$ cat src/rtl/sc_hex_out_port.sv
// sc_hex_out_port: binary-to-BCD (double-dabble) converter driving six active-low 7-segment displays.
// Latency: write to done/hex update is 22 cycles for values <= 999999 and 2 cycles for overflow values.
// Backpressure: none. A write while busy lands in a one-deep pending slot (last write wins), consumed on COMMIT exit.
//
// Ports:
//   clock            system clock, all state on the rising edge
//   resetn           asynchronous active-low reset
//   wr_en, wr_data   one-cycle write strobe and 32-bit unsigned value to display
//   busy             high while a conversion is in CHECK/SHIFT/COMMIT
//   done             one-cycle pulse when new digits reach hex5..hex0
//   ovf              last committed value was >= 1000000
//   hex5..hex0       active-low segments {g,f,e,d,c,b,a}; hex5 is the most significant digit
//
// Build option: define HEX_LEADING_ZERO_BLANK_EN to blank leading zero digits (hex0 always shown).

module sc_hex_out_port #(
   parameter logic [6:0] SEG_BLANK = 7'h7F,
   parameter logic [6:0] SEG_DASH  = 7'h3F,
   parameter int         CONV_BITS = 20
) (
   input  logic        clock,
   input  logic        resetn,
   input  logic        wr_en,
   input  logic [31:0] wr_data,
   output logic        busy,
   output logic        done,
   output logic        ovf,
   output logic [6:0]  hex5,
   output logic [6:0]  hex4,
   output logic [6:0]  hex3,
   output logic [6:0]  hex2,
   output logic [6:0]  hex1,
   output logic [6:0]  hex0
);

   typedef enum logic [1:0] {
      S_IDLE   = 2'd0,
      S_CHECK  = 2'd1,
      S_SHIFT  = 2'd2,
      S_COMMIT = 2'd3
   } state_t;

   localparam logic [31:0] MAX_VAL  = 32'd999999;
   localparam logic [4:0]  LAST_CNT = 5'(CONV_BITS - 1);

   state_t           r_state;
   state_t           w_state_nxt;

   logic [31:0]      r_src;        // value under conversion
   logic             r_ovf_case;   // src exceeded 999999, latched in CHECK
   logic [23:0]      r_bcd;        // six BCD nibbles, nibble 0 = units
   logic [19:0]      r_bin;        // binary bits still to be shifted in
   logic [4:0]       r_cnt;        // shift cycles completed

   logic             r_pend_vld;
   logic [31:0]      r_pend_dat;

   logic [5:0][6:0]  r_hex;        // index 0 = hex0
   logic             r_done;
   logic             r_ovf;

   logic             w_src_big;
   logic             w_restart;
   logic [23:0]      w_bcd_adj;
   logic [5:0][6:0]  w_hex_new;

   // Active-low segment pattern for one BCD digit. Nibbles above 9 are
   // unreachable from the converter but blank cleanly if ever seen.
   function automatic logic [6:0] f_seg(input logic [3:0] d);
      logic [6:0] seg;
      case (d)
         4'd0:    seg = 7'h40;
         4'd1:    seg = 7'h79;
         4'd2:    seg = 7'h24;
         4'd3:    seg = 7'h30;
         4'd4:    seg = 7'h19;
         4'd5:    seg = 7'h12;
         4'd6:    seg = 7'h02;
         4'd7:    seg = 7'h78;
         4'd8:    seg = 7'h00;
         4'd9:    seg = 7'h10;
         default: seg = SEG_BLANK;
      endcase
      return seg;
   endfunction

   assign w_src_big = (r_src > MAX_VAL);

   // A write in the COMMIT cycle itself counts as pending and is newer than
   // anything already held, so it takes priority on restart.
   assign w_restart = r_pend_vld | wr_en;

   //---------------------------------------------------------------------
   // FSM state register
   //---------------------------------------------------------------------
   always_ff @(posedge clock or negedge resetn) begin
      if (!resetn) begin
         r_state <= S_IDLE;
      end else begin
         r_state <= w_state_nxt;
      end
   end

   //---------------------------------------------------------------------
   // FSM next-state
   //---------------------------------------------------------------------
   always_comb begin
      w_state_nxt = r_state;
      unique case (r_state)
         S_IDLE: begin
            if (wr_en) begin
               w_state_nxt = S_CHECK;
            end
         end
         S_CHECK: begin
            w_state_nxt = w_src_big ? S_COMMIT : S_SHIFT;
         end
         S_SHIFT: begin
            if (r_cnt == LAST_CNT) begin
               w_state_nxt = S_COMMIT;
            end
         end
         S_COMMIT: begin
            w_state_nxt = w_restart ? S_CHECK : S_IDLE;
         end
         default: begin
            w_state_nxt = S_IDLE;
         end
      endcase
   end

   //---------------------------------------------------------------------
   // Double-dabble correction: any nibble >= 5 gets +3 before the shift so
   // that it carries correctly into the next decimal digit.
   //---------------------------------------------------------------------
   always_comb begin
      w_bcd_adj = r_bcd;
      for (int i = 0; i < 6; i++) begin
         if (r_bcd[4*i +: 4] >= 4'd5) begin
            w_bcd_adj[4*i +: 4] = r_bcd[4*i +: 4] + 4'd3;
         end
      end
   end

   //---------------------------------------------------------------------
   // Segment patterns presented at COMMIT
   //---------------------------------------------------------------------
`ifdef HEX_LEADING_ZERO_BLANK_EN
   logic w_lead;
`endif

   always_comb begin
      w_hex_new = '0;
`ifdef HEX_LEADING_ZERO_BLANK_EN
      w_lead    = 1'b1;
`endif
      if (r_ovf_case) begin
         for (int i = 0; i < 6; i++) begin
            w_hex_new[i] = SEG_DASH;
         end
      end else begin
         for (int i = 0; i < 6; i++) begin
            w_hex_new[i] = f_seg(r_bcd[4*i +: 4]);
         end
`ifdef HEX_LEADING_ZERO_BLANK_EN
         // Walk down from the top digit, blanking zeros until the first
         // non-zero digit. hex0 is excluded so a value of 0 still shows "0".
         for (int i = 5; i >= 1; i--) begin
            if (w_lead && (r_bcd[4*i +: 4] == 4'd0)) begin
               w_hex_new[i] = SEG_BLANK;
            end else begin
               w_lead = 1'b0;
            end
         end
`endif
      end
   end

   //---------------------------------------------------------------------
   // Datapath, pending slot and registered outputs
   //---------------------------------------------------------------------
   always_ff @(posedge clock or negedge resetn) begin
      if (!resetn) begin
         r_src      <= '0;
         r_ovf_case <= 1'b0;
         r_bcd      <= '0;
         r_bin      <= '0;
         r_cnt      <= '0;
         r_pend_vld <= 1'b0;
         r_pend_dat <= '0;
         r_done     <= 1'b0;
         r_ovf      <= 1'b0;
         for (int i = 0; i < 6; i++) begin
            r_hex[i] <= SEG_BLANK;
         end
      end else begin
         r_done <= 1'b0;
         unique case (r_state)
            S_IDLE: begin
               if (wr_en) begin
                  r_src <= wr_data;
               end
            end
            S_CHECK: begin
               r_ovf_case <= w_src_big;
               r_bcd      <= '0;
               r_bin      <= r_src[19:0];
               r_cnt      <= '0;
               if (wr_en) begin
                  r_pend_vld <= 1'b1;
                  r_pend_dat <= wr_data;
               end
            end
            S_SHIFT: begin
               {r_bcd, r_bin} <= {w_bcd_adj, r_bin} << 1;
               r_cnt          <= r_cnt + 5'd1;
               if (wr_en) begin
                  r_pend_vld <= 1'b1;
                  r_pend_dat <= wr_data;
               end
            end
            S_COMMIT: begin
               r_done <= 1'b1;
               r_ovf  <= r_ovf_case;
               r_hex  <= w_hex_new;
               if (wr_en) begin
                  r_src      <= wr_data;
                  r_pend_vld <= 1'b0;
               end else if (r_pend_vld) begin
                  r_src      <= r_pend_dat;
                  r_pend_vld <= 1'b0;
               end
            end
            default: begin
               r_done <= 1'b0;
            end
         endcase
      end
   end

   assign busy = (r_state != S_IDLE);
   assign done = r_done;
   assign ovf  = r_ovf;
   assign hex0 = r_hex[0];
   assign hex1 = r_hex[1];
   assign hex2 = r_hex[2];
   assign hex3 = r_hex[3];
   assign hex4 = r_hex[4];
   assign hex5 = r_hex[5];

endmodule

$ cat config.mk
export PLATFORM = sky130hd
export DESIGN_NAME = sc_hex_out_port
export DESIGN_NICKNAME = d
export VERILOG_FILES = /design/src/rtl/sc_hex_out_port.sv
export SDC_FILE = /design/constraint.sdc
export NUM_CORES = 1
export LEC_CHECK = 0
export ABC_AREA = 1
export CAP_MARGIN = 20
export CORE_ASPECT_RATIO = 1.4
export CORE_MARGIN = 3
export CORE_UTILIZATION = 62
export CTS_CLUSTER_SIZE = 10
export DETAILED_ROUTE_END_ITERATION = 16
export PLACE_DENSITY = 0.86
export SLEW_MARGIN = 20
export SYNTH_ARGS = -nofsm -noshare
export SYNTH_HDL_FRONTEND = slang
export SYNTH_SLANG_ARGS = --single-unit
$ cat constraint.sdc
create_clock -name clock -period 4.1 [get_ports clock]
set_clock_uncertainty 0.05 [all_clocks]
set_input_delay 0.41 -clock clock [delete_from_list [all_inputs] [get_ports clock]]
set_output_delay 0.41 -clock clock [all_outputs]
set_load 0.1 [all_outputs]
==> run_results.csv, run 1 <==
group,metric,value,unit
die,die_area,14200,sq um
final_layout,fin_area,9360,sq um
die,start_util,63.9,%
placed_design,gp_congestion,0.882,
placed_design,place_ws,1.48,ns
timing,maxSlewHeadroom,33.2,%
yosys,synthCells,930,
final_layout,diodes,0,
timing,max_slew.worst_pin.slew,0.999,ns
cts,clock_path_buffers,2,
setup_path,start_kind,"flip-flop",
timing,fin_tns_setup,0,ns
final_layout,final_layout_size_suffix_gt1_share,8.01,%
cts,clk_latency,0.42,ns
setup_path,worstReg2RegStart,"r_state[1]$_DFFE_PN0P_",
pwr,p_comb_share,48.4,%
yosys,synth_area_per_cell,8.54,sq um
cts,postCtsHoldBufs,0,
pwr,p_sw_share,47.8,%
setup_path,cp-end-kind,"primary output",
pwr,p_seq_share,33.0,%
timing,rsz0062_at_grt,"no",
pwr,cellPowerDensity,882,nW/um^2
yosys,ys_ff_latch,161,
hold_path,hp-class,"input pin to asynchronous set/reset pin",
cts,cts.sinks,161,
cts,htree_num_levels,4,
outcome,status,"finished, final reports clean",
setup_path,r2r_cells,7,
global_routing,grt_pass1_vias,6247,
die,core,12400,sq um
route,detail_route.vias_per_cell,5.58,
route,drt-pass1-iter-count,5,
route,drtIter0Drc,392,
setup_path,worstPathMaxFanout,4,
placed_design,post_dp_cell_area,8790,sq um
setup_path,critPathRequiredTime,3.64,ns
placed_design,hpwlAfterDp,11.4,mm
yosys,syn_nets,1001,
pwr,p_int,0.00431,W
cts,numCtsBuffers,17,
cts,clkSlewWorstSetupHoldPaths,0.06,ns
yosys,yosys.area.top_type,"dfrtp_1",
setup_path,worst-setup-path-type,"flip-flop to primary output",
setup_path,worstPathArrival,2.48,ns
die,die_h,140,um
yosys,ys_seq_area_share,51.4,%
route,postRouteAntennaNets,0,
route,drc,0,
global_routing,gr-total-overflow,0,
yosys,ys.warnings.count,0,
placed_design,port_buffers,79,
route,dr_total_vias,6479,
yosys,syn_area,7950,sq um
timing,fin_ws,1.16,ns
setup_path,reg2reg_slack,1.33,ns
pwr,clkPwrFrac,18.5,%
timing,fin_hold_ws,0.0138,ns
route,wirelength,17.1,mm
cts,cts_tree,"yes",
pwr,switchingPower,0.00395,W
die,ioPinCount,80,
setup_path,reg2reg_to,"r_bcd[15]$_DFFE_PN0N_",
cts,post_cts_resized,0,
timing,fin_crit,2.94,ns
final_layout,syn_to_final_growth,17.8,%
final_layout,post-route-util,75.3,%
global_routing,grt_first_pass_wirelength,29.1,mm
global_routing,antenna_found_initial,0,
yosys,ys_types,36,
global_routing,track_usage,25.3,%
flow_run,cap_violations,0,
timing,fmax,340,MHz
pwr,vdd_ir_drop_max,415,uV
cts,post_cts_buffers,0,
yosys,synthTopCellsByArea,"dfrtp_1, dfstp_2, nand2_1",
timing,finalCritPeriodShare,71.7,%
timing,finalSetupViolations,0,
die,die_w,102,um
route,routedWlPerCell,14.8,um
pwr,leakage,4.27,nW
final_layout,finalNetCount,1069,
timing,report.final.slew_viol_count,0,
timing,finalHoldViolations,0,
cts,clock-root-buffer,"clkbuf_16",
global_routing,grt_max_degree,100,
yosys,netlist.area_leader.share,37.5,%
die,rows,48,
[Yosys cell counts]
| master | count |
|---|---|
| nand3_1 | 7 |
| nor2_8 | 1 |
| or2_1 | 1 |
| a211oi_4 | 1 |
| o311ai_0 | 1 |
| clkbuf_2 | 3 |
| o22a_1 | 2 |
| dfstp_2 | 42 |
| o21a_1 | 1 |
| nor4_1 | 1 |
| nor2_2 | 1 |
| ha_1 | 36 |
| a21oi_1 | 36 |
| o22ai_1 | 26 |
| a31oi_1 | 5 |
| nand4_1 | 4 |
| clkinv_1 | 1 |
| o221ai_1 | 3 |
| nor3_1 | 8 |
| dfrtp_1 | 119 |
| buf_2 | 7 |
| buf_4 | 1 |
| inv_4 | 1 |
| and3_1 | 1 |
| nor2_1 | 78 |
| inv_1 | 145 |
| clkbuf_1 | 20 |
| nand2_1 | 183 |
| o211ai_1 | 46 |
| o21ai_1 | 6 |
| o2111ai_1 | 2 |
| buf_6 | 5 |
| o21ai_0 | 130 |
| o31ai_1 | 4 |
| o32ai_1 | 1 |
| o2bb2ai_1 | 1 |
[per-layer routing]
metal / track usage [%] / up-vias / routed length (um)
li1: - / 3200 / -
met1: 31.6 / 3052 / 6930
met2: 44.2 / 198 / 9180
met3: 4.88 / 29 / 707
met4: 7.35 / 0 / 309
met5: 0 / - / 0
[cells in the final DEF, fill, tap and decap left out, types with 8 or more instances in the layout]
cell type,synthesis,final
nand2_1,183,183
inv_1,145,145
o21ai_0,130,130
dfrtp_1,119,119
nor2_1,78,78
clkdlybuf4s50_1,0,78
o211ai_1,46,46
dfstp_2,42,42
a21oi_1,36,36
ha_1,36,36
o22ai_1,26,26
clkbuf_16,0,17
nor3_1,8,8
[state kept, by name, indices dropped and copies added, names as in the netlist]
| register | flops |
|---|---|
| ovf | 1 |
| hex4 | 7 |
| done | 1 |
| r_src | 32 |
| r_bcd | 24 |
| hex0 | 7 |
| r_bin | 20 |
| r_pend_dat | 32 |
| hex2 | 7 |
| hex1 | 7 |
| r_cnt | 5 |
| r_pend_vld | 1 |
| hex5 | 7 |
| hex3 | 7 |
| r_state | 2 |
| r_ovf_case | 1 |
[logic make-up after synthesis]
family / Yosys count / share of synthesized area, %
flip-flops: 161 / 51.4
AND/OR/NAND/NOR: 285 / 14.2
adder cells (fa/ha/maj): 36 / 5.67
AO/OA/AOI/OAI: 265 / 19.4
buffers and inverters: 183 / 9.35
[critical path, cell delays in order, from the launching register on]
cell and delay, ns:
dfrtp_1 0.39, inv_1 0.10, ha_1 0.21, inv_1 0.16, clkdlybuf4s50_1 1.19
[power groups by stage]
stage | clock [W] | sequential [W] | combinational (W)
global placement | 0 | 0.00271 | 0.00387
finish | 0.00153 | 0.00273 | 0.00400
detailed placement | 0 | 0.00274 | 0.00398
CTS | 0.00154 | 0.00273 | 0.00402
floorplan | 0 | 0.00416 | 0.00172
global route | 0.00161 | 0.00280 | 0.00434
[worst max-delay path by stage]
| stage | from | endpoint | slack (ns) | cells after the start |
|---|---|---|---|---|
| 2_1_floorplan | r_state[0]$_DFFE_PN0P_ | r_src[10]$_DFFE_PN0P_ | 1.73 | 7 |
| 3_3_place_gp | r_state[0]$_DFFE_PN0P_ | r_cnt[3]$_DFFE_PN0N_ | 1.53 | 7 |
| 3_5_place_dp | r_state[0]$_DFFE_PN0P_ | r_bcd[19]$_DFFE_PN0N_ | 1.48 | 7 |
| 4_1_cts | r_state[0]$_DFFE_PN0P_ | busy | 1.16 | 4 |
| 5_1_grt | r_state[0]$_DFFE_PN0P_ | busy | 1.10 | 4 |
| 6_report | r_state[0]$_DFFE_PN0P_ | busy | 1.16 | 4 |
[layout make-up]
class                           instances  area, sq um
Timing Repair Buffer                   85          850
Sequential cell                       161         4080
Tap cell                              150          188
Multi-Input combinational cell        586         3120
Clock buffer                           22          454
Inverter                              147          554
Fill cell                             861         3070
Clock inverter                         10          111
[per-stage QoR]
stage	total power (W)	instances
after floorplan	0.00587	930
after global placement	0.00658	1129
after detailed placement	0.00673	1129
after CTS	0.00829	1161
after global routing	0.00875	1161
final	0.00825	1161
No activity file was read; power rests on OpenSTA's default activity.
==> inputs of run 2 (changes only) <==
--- a/config.mk
+++ b/config.mk
@@ -9,10 +9,10 @@
 export CAP_MARGIN = 20
 export CORE_ASPECT_RATIO = 1.4
 export CORE_MARGIN = 3
-export CORE_UTILIZATION = 62
+export CORE_UTILIZATION = 57
 export CTS_CLUSTER_SIZE = 10
 export DETAILED_ROUTE_END_ITERATION = 16
-export PLACE_DENSITY = 0.86
+export PLACE_DENSITY = 0.8
 export SLEW_MARGIN = 20
 export SYNTH_ARGS = -nofsm -noshare
 export SYNTH_HDL_FRONTEND = slang
==> constraint.sdc (replaced) <==
create_clock -name clock -period 3.05 [get_ports clock]
set_clock_uncertainty 0.05 [all_clocks]
set_input_delay 0.305 -clock clock [delete_from_list [all_inputs] [get_ports clock]]
set_output_delay 0.305 -clock clock [all_outputs]
set_load 0.1 [all_outputs]
==> run 2 against run 1 <==
Compared with the run above: cell area shrank 0.11%; die area grew 8.3%; global-route usage shrank 2.2 points; clock power grew 35%; highest routed layer unchanged; core utilization shrank 6.1 points.
==> run_results.csv, run 2 (synthesized netlist as in run 1, its figures left out) <==
group,metric,value,unit
setup_path,worst-setup-path-type,"flip-flop to flip-flop",
die,die_h,146,um
setup_path,worstPathArrival,2.63,ns
route,routedWlPerCell,13.9,um
cts,post_cts_buffers,0,
cts,clkSlewWorstSetupHoldPaths,0.06,ns
setup_path,cp-end-kind,"flip-flop",
global_routing,antenna_found_initial,0,
pwr,cellPowerDensity,1180,nW/um^2
route,dr_total_vias,6440,
die,ioPinCount,80,
final_layout,final_layout_size_suffix_gt1_share,13.1,%
outcome,status,"finished, final reports clean",
cts,cts_tree,"yes",
timing,report.final.slew_viol_count,0,
route,drt-pass1-iter-count,5,
cts,clk_latency,0.42,ns
final_layout,syn_to_final_growth,17.7,%
final_layout,layout_commonest_cell,"nand2_1",
pwr,leakage,4.36,nW
die,die_area,15400,sq um
setup_path,critPathRequiredTime,3.33,ns
timing,rsz0062_at_grt,"no",
cts,clock-root-buffer,"clkbuf_16",
setup_path,worstPathMaxFanout,25,
timing,finalHoldViolations,0,
global_routing,grt_pass1_vias,6418,
route,detail_route.vias_per_cell,5.36,
placed_design,place_ws,0.740,ns
final_layout,largestRegisters,"r_pend_dat x32, r_src x32, r_bcd x24",
cts,htree_num_levels,4,
die,rows,50,
placed_design,post_dp_cell_area,8770,sq um
timing,fmax,425,MHz
global_routing,grt_first_pass_wirelength,29.4,mm
cts,numCtsBuffers,17,
timing,finalCritPeriodShare,77.1,%
timing,fin_crit,2.35,ns
flow_run,cap_violations,0,
timing,finalSetupViolations,0,
cts,cts.sinks,161,
global_routing,grt_max_degree,85,
hold_path,hp-class,"input pin to flip-flop",
route,postRouteAntennaNets,0,
global_routing,gr-total-overflow,0,
route,drtIter0Drc,306,
placed_design,hpwlAfterDp,11.4,mm
setup_path,reg2reg_slack,0.70,ns
final_layout,post-route-util,69.2,%
timing,maxSlewHeadroom,35.8,%
placed_design,port_buffers,79,
final_layout,final_cell_mix,"nand2_1, inv_1, o21ai_0",
final_layout,finalNetCount,1077,
route,drc,0,
setup_path,start_kind,"flip-flop",
die,die_w,106,um
timing,max_slew.worst_pin.slew,0.960,ns
final_layout,fin_area,9350,sq um
pwr,vdd_ir_drop_max,637,uV
global_routing,track_usage,23.1,%
die,core,13500,sq um
cts,clock_path_buffers,2,
timing,fin_ws,0.697,ns
die,start_util,58.8,%
timing,fin_tns_setup,0,ns
placed_design,gp_congestion,0.860,
route,wirelength,16.7,mm
final_layout,diodes,0,
-- run 2: cell types whose count changed in the layout (fill, tap and decap cells not counted), moves of 2 or more --
cell,delta
buf_4,+51
clkdlybuf4s50_1,-43
clkinvlp_4,-5
inv_4,+3
clkbuf_8,+2
-- run 2: routing by layer --
layer  vias to the layer above  share of wire (%)  track usage [%]
met5                         -                  0                0
met4                         0                1.5             7.00
met3                        23                3.6             4.35
met2                       145                 52             40.4
met1                      3060                 43             29.1
li1                       3212                  -                -
-- run 2: final cells by class --
class	count	area [sq um]
inverter	147	554
fill	1070	4160
multi-input combinational	586	3120
clock inverter	8	72.6
tap	182	228
clock buffer	24	503
sequential	161	4080
timing repair buffer	93	792
-- run 2: metrics by stage --
stage / power, W / std cells / hold WS, ns
3_3_place_gp: 0.00882 / 1168 / 0.363
2_1_floorplan: 0.00789 / 930 / -0.0406
5_1_grt: 0.0118 / 1201 / 0.422
4_1_cts: 0.0111 / 1201 / 0.403
6_report: 0.0110 / 1201 / 0.413
3_5_place_dp: 0.00896 / 1168 / 0.361
-- run 2: what timing repair did --
item,4_1_cts,5_1_grt
gates resized for setup,0,0
endpoints found under the hold margin,59,0
hold buffers,1,0
-- run 2: critical path, cell delays in order (launching register included) --
cell and delay [ns]:
dfrtp_1 0.40, inv_1 0.09, ha_1 0.74, nand2_1 0.26, inv_1 0.14, buf_4 0.27
o21ai_0 0.16, o22ai_1 0.15
-- run 2: path summary, 6_finish.rpt --
path                                        start                          to  cells after the start
max                        r_state[1]$_DFFE_PN0P_       r_bcd[17]$_DFFE_PN0N_                      7
min                                   wr_data[30]  r_pend_dat[30]$_DFFE_PN0P_                      3
max reg2reg                r_state[1]$_DFFE_PN0P_       r_bcd[17]$_DFFE_PN0N_                      7
min reg2reg                   hex2[6]$_DFFE_PN1P_         hex2[6]$_DFFE_PN1P_                      2
max in group asynchronous                  resetn   r_pend_dat[9]$_DFFE_PN0P_                      3
min in group asynchronous                  resetn        r_bcd[6]$_DFFE_PN0N_                      2
-- run 2: power breakdown --
group          total (W)  leakage [nW]  switching [W]  internal (W)
combinational    0.00527          2.11        0.00398       0.00129
clock            0.00206         0.290       0.000825       0.00124
sequential       0.00366          1.96       0.000446       0.00321
